<file path="src/rtl/arith_pkg.sv">
// Shared definitions for the bit-serial arithmetic blocks (adder and subtractor).
// Holds the control state encoding, the default operand width and the counter sizing.
package arith_pkg;

  localparam int unsigned DEF_WIDTH = 4;

  typedef enum logic [1:0] {
    ST_IDLE  = 2'd0,
    ST_SHIFT = 2'd1,
    ST_DONE  = 2'd2
  } state_e;

  // Bit counter only has to reach WIDTH-1.
  function automatic int unsigned cnt_width(input int unsigned width);
    return (width < 2) ? 1 : $clog2(width);
  endfunction

endpackage

</file>
<file path="src/rtl/serial_adder_4bit_if.sv">
// Operand/result bundle of the bit-serial adder.
// The master side issues start and operands; the slave side returns status and the result.
interface serial_adder_4bit_if
  import arith_pkg::*;
#(
  parameter int unsigned WIDTH = DEF_WIDTH
);
  logic             start;
  logic [WIDTH-1:0] a;
  logic [WIDTH-1:0] b;
  logic             c_in;
  logic             busy;
  logic             done;
  logic [WIDTH-1:0] s;
  logic             c_out;
  logic             V;

  modport master (output start, a, b, c_in, input busy, done, s, c_out, V);
  modport slave  (input start, a, b, c_in, output busy, done, s, c_out, V);
endinterface

</file>
<file path="src/rtl/full_adder_1bit.sv">
// One-bit full adder cell; the subtractor reuses it with the subtrahend inverted.
module full_adder_1bit (
  input  logic i_a,
  input  logic i_b,
  input  logic i_cin,
  output logic o_s,
  output logic o_cout
);
  assign o_s    = i_a ^ i_b ^ i_cin;
  assign o_cout = (i_a & i_b) | (i_a & i_cin) | (i_b & i_cin);
endmodule

</file>
<file path="src/rtl/serial_adder_4bit.sv">
// Bit-serial ripple adder: one full-adder step per clock, LSB first.
// Result, carry-out and signed overflow update only on the completion edge.
module serial_adder_4bit
  import arith_pkg::*;
#(
  parameter int unsigned WIDTH = DEF_WIDTH
) (
  input  logic               clk,
  input  logic               reset_n,
  serial_adder_4bit_if.slave bus
);
  localparam int unsigned CNT_W = cnt_width(WIDTH);

  state_e             r_state;
  state_e             w_next;
  logic [WIDTH-1:0]   r_a_sh;
  logic [WIDTH-1:0]   r_b_sh;
  logic [WIDTH-1:0]   r_sum_sh;
  logic               r_carry;
  logic [CNT_W-1:0]   r_cnt;
  logic [WIDTH-1:0]   r_s;
  logic               r_c_out;
  logic               r_v;
  logic               w_sum_bit;
  logic               w_carry;
  logic               w_accept;
  logic               w_last;
  logic [WIDTH-1:0]   w_sum_nxt;
  logic               w_busy;
  logic               w_done;

  full_adder_1bit u_fa (
    .i_a    (r_a_sh[0]),
    .i_b    (r_b_sh[0]),
    .i_cin  (r_carry),
    .o_s    (w_sum_bit),
    .o_cout (w_carry)
  );

  assign w_accept  = bus.start && ((r_state == ST_IDLE) || (r_state == ST_DONE));
  assign w_last    = (r_state == ST_SHIFT) && (r_cnt == CNT_W'(WIDTH - 1));
  // New sum bit enters at the MSB; after WIDTH steps bit 0 lands in place.
  assign w_sum_nxt = WIDTH'({w_sum_bit, r_sum_sh} >> 1);

  always_ff @(posedge clk or negedge reset_n) begin
    if (!reset_n) r_state <= ST_IDLE;
    else          r_state <= w_next;
  end

  always_comb begin
    w_next = r_state;
    case (r_state)
      ST_IDLE:  if (bus.start) w_next = ST_SHIFT;
      ST_SHIFT: if (w_last) w_next = ST_DONE;
      ST_DONE:  w_next = bus.start ? ST_SHIFT : ST_IDLE;
      default:  w_next = ST_IDLE;
    endcase
  end

  always_comb begin
    w_busy = 1'b0;
    w_done = 1'b0;
    case (r_state)
      ST_SHIFT: w_busy = 1'b1;
      ST_DONE:  w_done = 1'b1;
      default:  ;
    endcase
  end

  // Working shift registers, carry and bit counter.
  always_ff @(posedge clk or negedge reset_n) begin
    if (!reset_n) begin
      r_a_sh   <= '0;
      r_b_sh   <= '0;
      r_sum_sh <= '0;
      r_carry  <= 1'b0;
      r_cnt    <= '0;
    end else if (w_accept) begin
      r_a_sh   <= bus.a;
      r_b_sh   <= bus.b;
      r_sum_sh <= '0;
      r_carry  <= bus.c_in;
      r_cnt    <= '0;
    end else if (r_state == ST_SHIFT) begin
      r_a_sh   <= r_a_sh >> 1;
      r_b_sh   <= r_b_sh >> 1;
      r_sum_sh <= w_sum_nxt;
      r_carry  <= w_carry;
      r_cnt    <= r_cnt + CNT_W'(1);
    end
  end

  // Visible result only moves on the MSB step, so partial sums never leak out.
  always_ff @(posedge clk or negedge reset_n) begin
    if (!reset_n) begin
      r_s     <= '0;
      r_c_out <= 1'b0;
      r_v     <= 1'b0;
    end else if (w_last) begin
      r_s     <= w_sum_nxt;
      r_c_out <= w_carry;
      r_v     <= r_carry ^ w_carry;
    end
  end

  assign bus.busy  = w_busy;
  assign bus.done  = w_done;
  assign bus.s     = r_s;
  assign bus.c_out = r_c_out;
  assign bus.V     = r_v;

endmodule

</file>
<file path="src/flat_wrapper.sv">
// flat-port wrapper written by rule: the top's interface ports become plain ports
module serial_adder_4bit_flat import arith_pkg::*;
#(
  parameter int unsigned WIDTH = DEF_WIDTH
)
  (clk, reset_n, bus_start, bus_a, bus_b, bus_c_in, bus_busy, bus_done, bus_s, bus_c_out, bus_V);
  serial_adder_4bit_if #(.WIDTH(WIDTH)) bus_i ();
  input  logic clk;
  input  logic reset_n;
  input wire logic [$bits(bus_i.start)-1:0] bus_start;
  input wire logic [$bits(bus_i.a)-1:0] bus_a;
  input wire logic [$bits(bus_i.b)-1:0] bus_b;
  input wire logic [$bits(bus_i.c_in)-1:0] bus_c_in;
  output wire logic [$bits(bus_i.busy)-1:0] bus_busy;
  output wire logic [$bits(bus_i.done)-1:0] bus_done;
  output wire logic [$bits(bus_i.s)-1:0] bus_s;
  output wire logic [$bits(bus_i.c_out)-1:0] bus_c_out;
  output wire logic [$bits(bus_i.V)-1:0] bus_V;
  assign bus_i.start = bus_start;
  assign bus_i.a = bus_a;
  assign bus_i.b = bus_b;
  assign bus_i.c_in = bus_c_in;
  assign bus_busy = bus_i.busy;
  assign bus_done = bus_i.done;
  assign bus_s = bus_i.s;
  assign bus_c_out = bus_i.c_out;
  assign bus_V = bus_i.V;
  serial_adder_4bit #(.WIDTH(WIDTH)) u_core (.clk(clk), .reset_n(reset_n), .bus(bus_i));
endmodule
</file>
<file path="config.mk">
export PLATFORM = sky130hd
export DESIGN_NAME = serial_adder_4bit_flat
export DESIGN_NICKNAME = d
export VERILOG_FILES = /design/src/rtl/arith_pkg.sv /design/src/rtl/serial_adder_4bit_if.sv /design/src/rtl/full_adder_1bit.sv /design/src/rtl/serial_adder_4bit.sv /design/src/flat_wrapper.sv
export SDC_FILE = /design/constraint.sdc
export NUM_CORES = 1
export LEC_CHECK = 0
export CORE_MARGIN = 10
export CORE_UTILIZATION = 45
export CTS_CLUSTER_DIAMETER = 100
export DETAILED_ROUTE_END_ITERATION = 6
export HOLD_SLACK_MARGIN = 0.03
export PLACE_DENSITY = 0.7
export SLEW_MARGIN = 40
export SYNTH_ARGS = -nofsm -noshare
export SYNTH_HDL_FRONTEND = slang
export SYNTH_SLANG_ARGS = --single-unit
</file>
<file path="constraint.sdc">
create_clock -name clk -period 1.5 [get_ports clk]
set_input_delay 0.3 -clock clk [delete_from_list [all_inputs] [get_ports clk]]
set_output_delay 0.3 -clock clk [all_outputs]
set_load 0.03 [all_outputs]
</file>
# After elaboration in Yosys (flattened, before gate mapping)
# Cells that the tools add are included.
# W data, S select, Z words.
# op_classes
n_addsub	1
n_eq_ne	5
muxes	16
n_bitwise	8
n_reduce_logical	6
# ops
operator	count
$mux W4	6
$mux W2	4
$pmux W2 S3	1
$mux W1	5
$eq A2 B2 Y1 const B	2
$and A1 B1 Y1	3
$xor A1 B1 Y1	3
$add A2 B1 Y2 const B	1
$eq A2 B1 Y1 const B	1
$logic_and A1 B1 Y1	2
$logic_not A2 Y1	1
$ne A2 B1 Y1 const B	1
$ne A2 B2 Y1 const B	1
$or A1 B1 Y1	2
$reduce_and A2 Y1	1
$reduce_bool A2 Y1	1
$logic_or A1 B1 Y1	1
# word_totals
reg_bits	23
inputBits	12
out_inout_bits	8
elab_cells	45

# Longest topological paths before layout
# depth
depth_word	5
depth_mapped	5
depth_no_buf	4

# By module
# From an unflattened synthesis, not the netlist that was laid out.
# unflattened
cells_unflattened	80
area_unflattened_um2	1111.1
# by_module_without_submodules
mod	n_inst	cells_per_inst	area_each_um2	seq_area_each_um2
serial_adder_4bit	1	79	1091.0	550.5
full_adder_1bit	1	1	20.0	0.0

# Worst setup path before layout
# Ideal clock, no wire load.
# synth_timing
path_kind	register to register
startpoint	register u_core.r_a_sh[0]
endpoint	register u_core.r_sum_sh[3]
t_arrival_ps	1351
required_ps	1379
slack_ps	28
path_stages_with_launch	4
n_path_buf	0
cell_sequence	dfrtp_1 -> fa_1 -> mux2_4 -> a22o_1
# synth_via
elab_chain_cells	4
# synth_lines
item	line_no	rtl
from (decl)	serial_adder_4bit.sv:16	logic [WIDTH-1:0] r_a_sh;
from (signal assigned)	serial_adder_4bit.sv:79	r_a_sh <= bus.a;
from (signal assigned)	serial_adder_4bit.sv:85	r_a_sh <= r_a_sh >> 1;
$xor A1 B1 Y1 (2 in series)	full_adder_1bit.sv:9	assign o_s = i_a ^ i_b ^ i_cin;
net u_core.u_fa.o_s	full_adder_1bit.sv:6	output logic o_s,
$mux W4	serial_adder_4bit.sv:84	end else if (r_state == ST_SHIFT) begin
$mux W4	serial_adder_4bit.sv:78	end else if (w_accept) begin
to (signal assigned)	serial_adder_4bit.sv:87	r_sum_sh <= w_sum_nxt;
to (decl)	serial_adder_4bit.sv:18	logic [WIDTH-1:0] r_sum_sh;
# The timed path passes the listed nets, and every way through them passes these cells. The select of a mux whose other input is x is not followed.
# A chain may end at the register's enable or synchronous reset.

# Final worst setup path
# layout_timing
startpoint	register u_core.r_carry
endpoint	register u_core.r_sum_sh[3]
# layout_via
elab_chain_cells	3
# layout_lines
item	line_no	rtl
from (decl)	serial_adder_4bit.sv:19	logic r_carry;
from (signal assigned)	serial_adder_4bit.sv:82	r_carry <= bus.c_in;
from (signal assigned)	serial_adder_4bit.sv:88	r_carry <= w_carry;
$xor A1 B1 Y1	full_adder_1bit.sv:9	
net u_core.u_fa.o_s	full_adder_1bit.sv:6	
$mux W4	serial_adder_4bit.sv:84	
$mux W4	serial_adder_4bit.sv:78	
# The timed path passes the listed nets, and every way through them passes these cells. The select of a mux whose other input is x is not followed.

==> metrics <==
clock-pin transition on the worst setup and hold timing paths 0.11 ns; Final GP Congestion 0.732; syn avg cell area 12.1 sq um; Die Wd 68.4 um; Final setup violation count 1; Cell Rows 17; Detailed Route Iter0 Violations 22; Avg WL per Cell 14.0 um; pwr/cell area 2190 mW/mm^2; clock buffer depth 2; max_slew headroom 79.6%; Crit Path Class flip-flop to flip-flop; DP HPWL 1610 um; Cell Area, Synth 0.00105 sq mm; final period utilization 101%; Final Hold Fails 0; violated checks negative setup slack; Slew @ Worst Pin 0.307 ns; Die ar. 0.00468 sq mm; Main synth FF type dfrtp_1; Fin Setup TNS -0.00879 ns; Synth Net Count 101; initial antenna violation count 0; IO Count 20; fin util 65.4%; DRT Wirelength 2150 um; vias in the first global route 840; Die Height 68.4 um; EDFF count, synth 0; CTS tree yes; H-Tree Depth 1; grt total ovfl 0; FMAX 0.663 GHz; fraction of registers with async set/reset 100%; CTS Sinks 22; proportion of netlist area held by the largest area contributor 52.2%; synthesized instance count 87; Max-cap violations 0; final slew viol count 0; Crit. End Element flip-flop; ANT cells 0; IO buf count 19; Crit Path Max Fanout 2; Cell variety after synth 24; worst-skew pair later-pin latency 0.29 ns; synthesis-to-layout area growth 37.1%; CTS Buf Count 3; multi-input logic area 468 sq um; Worst Path Arrival 1.70 ns; Critical Path RT 1.70 ns; Worst setup SP type flip-flop; RSZ-0062 raised after global routing true; Worst VDD drop 1.29 mV; antenna-violating nets left 0; top cells by count, synth 22 x dfrtp_1, 6 x mux2_4, 6 x nor2_1; core region area 0.00221 sq mm; worst min path class input pin to asynchronous set/reset pin; DRT Pass-1 Iters 4; most frequent cell after synthesis dfrtp_1; layout cells sized above 1 32.5%; static leakage 0.691 nW; main area contributors after synthesis dfrtp_1 52%, mux2_4 8.5%, a22o_1 4.2%, mux2_2 3.2%, nor2b_1 3.0%; setup ws final -0.00879 ns; #FFs+latches synth 22; outcome finished, violations left; Seq/Total Area, Yosys 52.2%; FF/Latch Area 553 sq um; global-route wire length before repair 3700 um; post-DR vias/cell 5.03; filler instances 190; largest net degree at the start of global routing 23; initial core utilization 47.7%; vias 775; Tmin final 1.51 ns; root buf cell clkbuf_4; Syn. warnings 0; Max Clock Skew 0.00360 ns; area leader, netlist dfrtp_1; GRT Total Usage 10.3%; Final nets 142; DRC Markers 0
## final timing paths
path                                      end            from  slack [ns]  cells after the start
setup / recovery           u_core.r_sum_sh[3]  u_core.r_carry      -0.009                      3
hold / removal                u_core.bus.s[0]         reset_n        0.34                      2
setup reg to reg           u_core.r_sum_sh[3]  u_core.r_carry      -0.009                      3
hold reg to reg                  u_core.bus.V    u_core.bus.V        0.49                      2
max in group asynchronous   u_core.r_state[1]         reset_n        0.93                      2
min in group clk                 u_core.bus.V    u_core.bus.V        0.49                      2
## cell families after synthesis
| family | after synthesis | synth area share [%] |
|---|---|---|
| and+or+nand+nor | 23 | 12.6 |
| AOI/OAI and AO/OA | 19 | 12.0 |
| xor gates and xnor gates | 2 | 1.66 |
| muxes | 12 | 14.6 |
| adders and majority gates | 2 | 3.08 |
| buffers and inverters | 7 | 3.91 |
| DFF | 22 | 52.2 |
## power by group
group | internal [W] | switching, W | total (W)
Clock | 0.0000934 | 0.000164 | 0.000258
Sequential | 0.000872 | 0.000198 | 0.00107
Combinational | 0.00103 | 0.000804 | 0.00183
Total | 0.00199 | 0.00117 | 0.00316
## stage by stage
| stage | std cells | total power, W | worst slack (ns) | hold WS [ns] | cell area (sq um) |
|---|---|---|---|---|---|
| floorplan | 87 | 0.00216 | 0.0281 | 0.00441 | 1050 |
| global placement | 140 | 0.00262 | 0.0201 | 0.461 | 1320 |
| CTS | 149 | 0.00307 | 0.00733 | 0.342 | 1400 |
| finish | 154 | 0.00316 | -0.00879 | 0.337 | 1450 |
| detailed placement | 140 | 0.00268 | -0.00682 | 0.479 | 1320 |
| global route | 154 | 0.00342 | -0.0496 | 0.347 | 1450 |
## registers in the layout (all words and copies together) (netlist names)
| register | count |
|---|---|
| u_core.r_sum_sh | 3 |
| u_core.bus.s | 4 |
| u_core.bus.V | 1 |
| u_core.r_a_sh | 4 |
| u_core.r_state | 2 |
| u_core.r_b_sh | 4 |
| u_core.r_carry | 1 |
| u_core.r_cnt | 2 |
| u_core.bus.c_out | 1 |
## critical path, cell delays in order (launching register included)
cell,delay (ns)
dfrtp_1,0.41
fa_1,0.52
mux2_4,0.28
a22o_1,0.20
## per-layer routing
metal / track usage, % / part of all wire [%]
met5: 0 / 0
met4: 4.52 / 0.79
met3: 2.45 / 4.3
met1: 12.5 / 48
met2: 16.8 / 47
## layout make-up
type,instances,area share (%)
Multi-Input combinational cell,58,32.4
Timing Repair Buffer,41,24.7
Sequential cell,22,38.2
Clock buffer,3,1.56
Tap cell,28,2.42
Inverter,2,0.692
## timing repair
item,in CTS,in global routing
gates resized for setup,13,2
endpoints found under the setup margin,9,3
hold buffers,0,0
pin swaps,2,0
setup buffers,6,5
## cells in the final DEF (no fill, tap or decap)
cell / instances
nor2b_1: 5
xnor2_1: 2
clkbuf_4: 3
buf_6: 4
nor3_1: 4
buf_4: 20
mux2_2: 3
dfrtp_2: 2
nand2b_1: 3
nand3b_4: 1
ha_1: 1
nand2_1: 3
inv_1: 1
a21oi_1: 3
dfrtp_1: 20
inv_4: 1
fa_1: 1
clkdlybuf4s50_1: 11
nor2_1: 6
o22ai_1: 4
mux2i_1: 3
mux2_4: 6
a22o_1: 5
o21ai_0: 4
dlygate4sd2_1: 6
a211oi_1: 3
nand2b_4: 1
Note: power is estimated with default switching activity, not from simulation.
==> RTL edit: new RTL, same settings <==
Re-encode `state_e` (3 states) as one-hot, 3 bits wide.
--- a/src/rtl/arith_pkg.sv
+++ b/src/rtl/arith_pkg.sv
@@ -6,6 +6,6 @@
 
-  typedef enum logic [1:0] {
-    ST_IDLE  = 2'd0,
-    ST_SHIFT = 2'd1,
-    ST_DONE  = 2'd2
+  typedef enum logic [2:0] {
+    ST_IDLE  = 3'b001,
+    ST_SHIFT = 3'b010,
+    ST_DONE  = 3'b100
   } state_e;
Function: same outputs for any inputs over 10 cycles, from zero or initial values and one cycle with reset_n low; not proved beyond that.
==> RTL edit against the unedited design <==
Design area is 3.1% higher. Highest routed layer is now met3. Routed wire length decreased by 0.98%. Largest cell class unchanged. Non-clock buffer count fell by 7. Setup slack lost 0.20 ns. Sequential cell count is 1 higher. The flow still finishes with violations (negative setup slack). Combinational power is 25% lower. Area after synthesis grew 0.83%. Hold slack lost 0.0042 ns. Sequential power down 7%. Total power down 16%. Critical path depth rose by 2.
==> RTL edit: results (changes against the unedited design) <==
| Metric | Value |
|---|---|
| Status | `finished with violations` |
| Failing checks | `negative setup slack` |
| Final Setup Violations | `14 (+13)` |
| H-tree depth | `1 (unchanged)` |
| Main area contributors after synthesis | `dfrtp_1 (52%), mux2_2 (15%), mux2_4 (8.5%), nand2_1 (3.5%), dfstp_2 (2.5%)` |
| Synth cell types | `24 (unchanged)` |
| Dpl cells | `130 (-7.1%)` |
| Leak pwr | `0.761 nW (+10%)` |
| Post-synth ARST share | `100% (unchanged)` |
| Average wire per standard cell | `15.0 µm (+7.4%)` |
| Vias per cell | `4.81 (-4.4%)` |
| GP Congestion | `0.755 (+3.1%)` |
| Syn Nets | `94 (-6.9%)` |
| DP HPWL | `1430 µm (-11%)` |
| First-pass GRT wire length | `3380 µm (-8.6%)` |
| Setup Buffers After CTS | `7 (+1)` |
| Routed via count | `683 (-12%)` |
| Total track usage | `9.35% (-0.92 points)` |
| Reg2reg path depth | `5 (+2)` |
| Sequential area share after synthesis | `54.2% (+2.0 points)` |
| Vias in the first global route | `750 (-11%)` |
| Fillers | `179 (-5.8%)` |
| Skew-Pair Late Insertion Delay | `0.30 ns` |
| Synthesized netlist cell count | `80 (-8.0%)` |
| Crit path max fanout | `6 (+4)` |
| Worst EP arrival | `1.91 ns (+0.21 ns)` |
| Post-synth top cells | `dfrtp_1 (22), mux2_2 (14), nand2_1 (10), mux2_4 (6), a21oi_1 (4)` |
| Setup TNS | `-1.73 ns (-1.72 ns)` |
| PostCTS Resize Cnt | `18 (+5)` |
| Share of cells above drive strength 1 | `41.2% (+8.7 points)` |
| CP top delay family | `multiplexers` |
| Hold Slack | `0.333 ns (-0.00422 ns)` |
| Initial antenna violation count | `0 (unchanged)` |
| Yosys synthesis warning count | `0 (unchanged)` |
| Root Buffer Master | `clkbuf_4` |
| Layout Skew | `0.00135 ns (-0.00225 ns)` |
| TritonCTS Buffers | `3 (unchanged)` |
| Largest net degree at the start of global routing | `24 (+4.3%)` |
| CTS clk-pin slew, worst paths | `0.12 ns` |
| Setup ws final | `-0.211 ns (-0.203 ns)` |
| VDD IR-drop max | `1050 µV (-19%)` |
| DR iter-0 viols | `8 (-64%)` |
| Relative slew slack | `79.5% (-0.12 points)` |
| # diodes | `0 (unchanged)` |
| Critical path's slowest cell | `dfstp_2` |
| Slowest Stage Delay on Critical Path | `0.39 ns (-0.13 ns)` |
| Clock tree buffer depth | `2 (unchanged)` |
| R2r startpoint | `u_core.r_state[0]$_DFFE_PN1P_` |
| # port buffers | `19 (unchanged)` |
| Worst reg2reg path endpoint | `u_core.r_carry$_DFFE_PN0P_` |
RTL edit: cell count changes after synthesis, moves of 2 or more:
| cell | before | now |
|---|---|---|
| nor2_1 | 6 | 2 |
| o22ai_1 | 4 | 0 |
| nand2_1 | 3 | 10 |
| mux2_2 | 3 | 14 |
| o21ai_0 | 4 | 1 |
| a211oi_1 | 3 | 0 |
| nor3_1 | 4 | 0 |
| nand2b_1 | 3 | 0 |
| xor2_1 | 0 | 2 |
| a22o_1 | 5 | 0 |
| nor2b_1 | 5 | 0 |
RTL edit: kinds of logic after synthesis:
| family | synth area share (%) |
|---|---|
| flops | 54.2 |
| mux | 25.2 |
| simple gates | 8.00 |
| buf+inv | 4.70 |
| compound gates | 2.35 |
| xor+xnor | 2.47 |
| fa+ha+maj | 3.06 |
RTL edit: per-layer routing:
metal | track usage (%) | vias to the layer above | routed length [µm]
li1 | - | 336 | -
met1 | 10.9 | 339 | 889
met2 | 16.2 | 8 | 1170
met3 | 2.58 | 0 | 69
met4 | 2.76 | 0 | 0
met5 | 0 | - | 0
RTL edit: cell type report:
type / count / share of cell area [%]
Clock buffer: 4 / 1.76
Inverter: 4 / 1.85
Multi-Input combinational cell: 49 / 32.9
Sequential cell: 23 / 38.7
Tap cell: 28 / 2.35
Timing Repair Buffer: 34 / 22.5
RTL edit: worst max path at each step:
stage	startpoint	to	slack, ns	depth (start not counted)
global route	u_core.r_state[2]$_DFFE_PN0P_	u_core.r_carry$_DFFE_PN0P_	-0.25	5
detailed placement	u_core.r_state[0]$_DFFE_PN1P_	u_core.bus.s[2]$_DFFE_PN0P_	-0.11	5
floorplan	u_core.r_state[0]$_DFFE_PN1P_	u_core.r_b_sh[1]$_DFFE_PN0P_	-0.15	5
global placement	u_core.r_state[2]$_DFFE_PN0P_	u_core.r_carry$_DFFE_PN0P_	-0.1	4
CTS	u_core.r_state[2]$_DFFE_PN0P_	u_core.r_carry$_DFFE_PN0P_	-0.23	5
finish	u_core.r_state[0]$_DFFE_PN1P_	u_core.r_carry$_DFFE_PN0P_	-0.21	5
RTL edit: where the power goes:
group          leakage, nW  internal, W  switching [W]
Combinational        0.452     0.000809       0.000568
Clock               0.0150     0.000103       0.000172
Sequential           0.295     0.000857       0.000144
RTL edit: metrics by stage:
step / util, % / cell area, µm² / total power [W] / setup WS [ns]
after floorplan: - / 1070 / 0.00179 / -0.152
after CTS: 64.2 / 1430 / 0.00252 / -0.226
after detailed placement: 58.5 / 1310 / 0.00210 / -0.108
after global routing: 66.8 / 1490 / 0.00282 / -0.246
after global placement: 58.5 / 1310 / 0.00207 / -0.0973
final: 66.8 / 1490 / 0.00265 / -0.211
RTL edit: worst register-to-register path: stages (launching register included):
cell and delay, ns:
dfstp_2 0.39, or3b_1 0.38, buf_6 0.16, buf_6 0.13, mux2_4 0.29, mux2_4 0.26
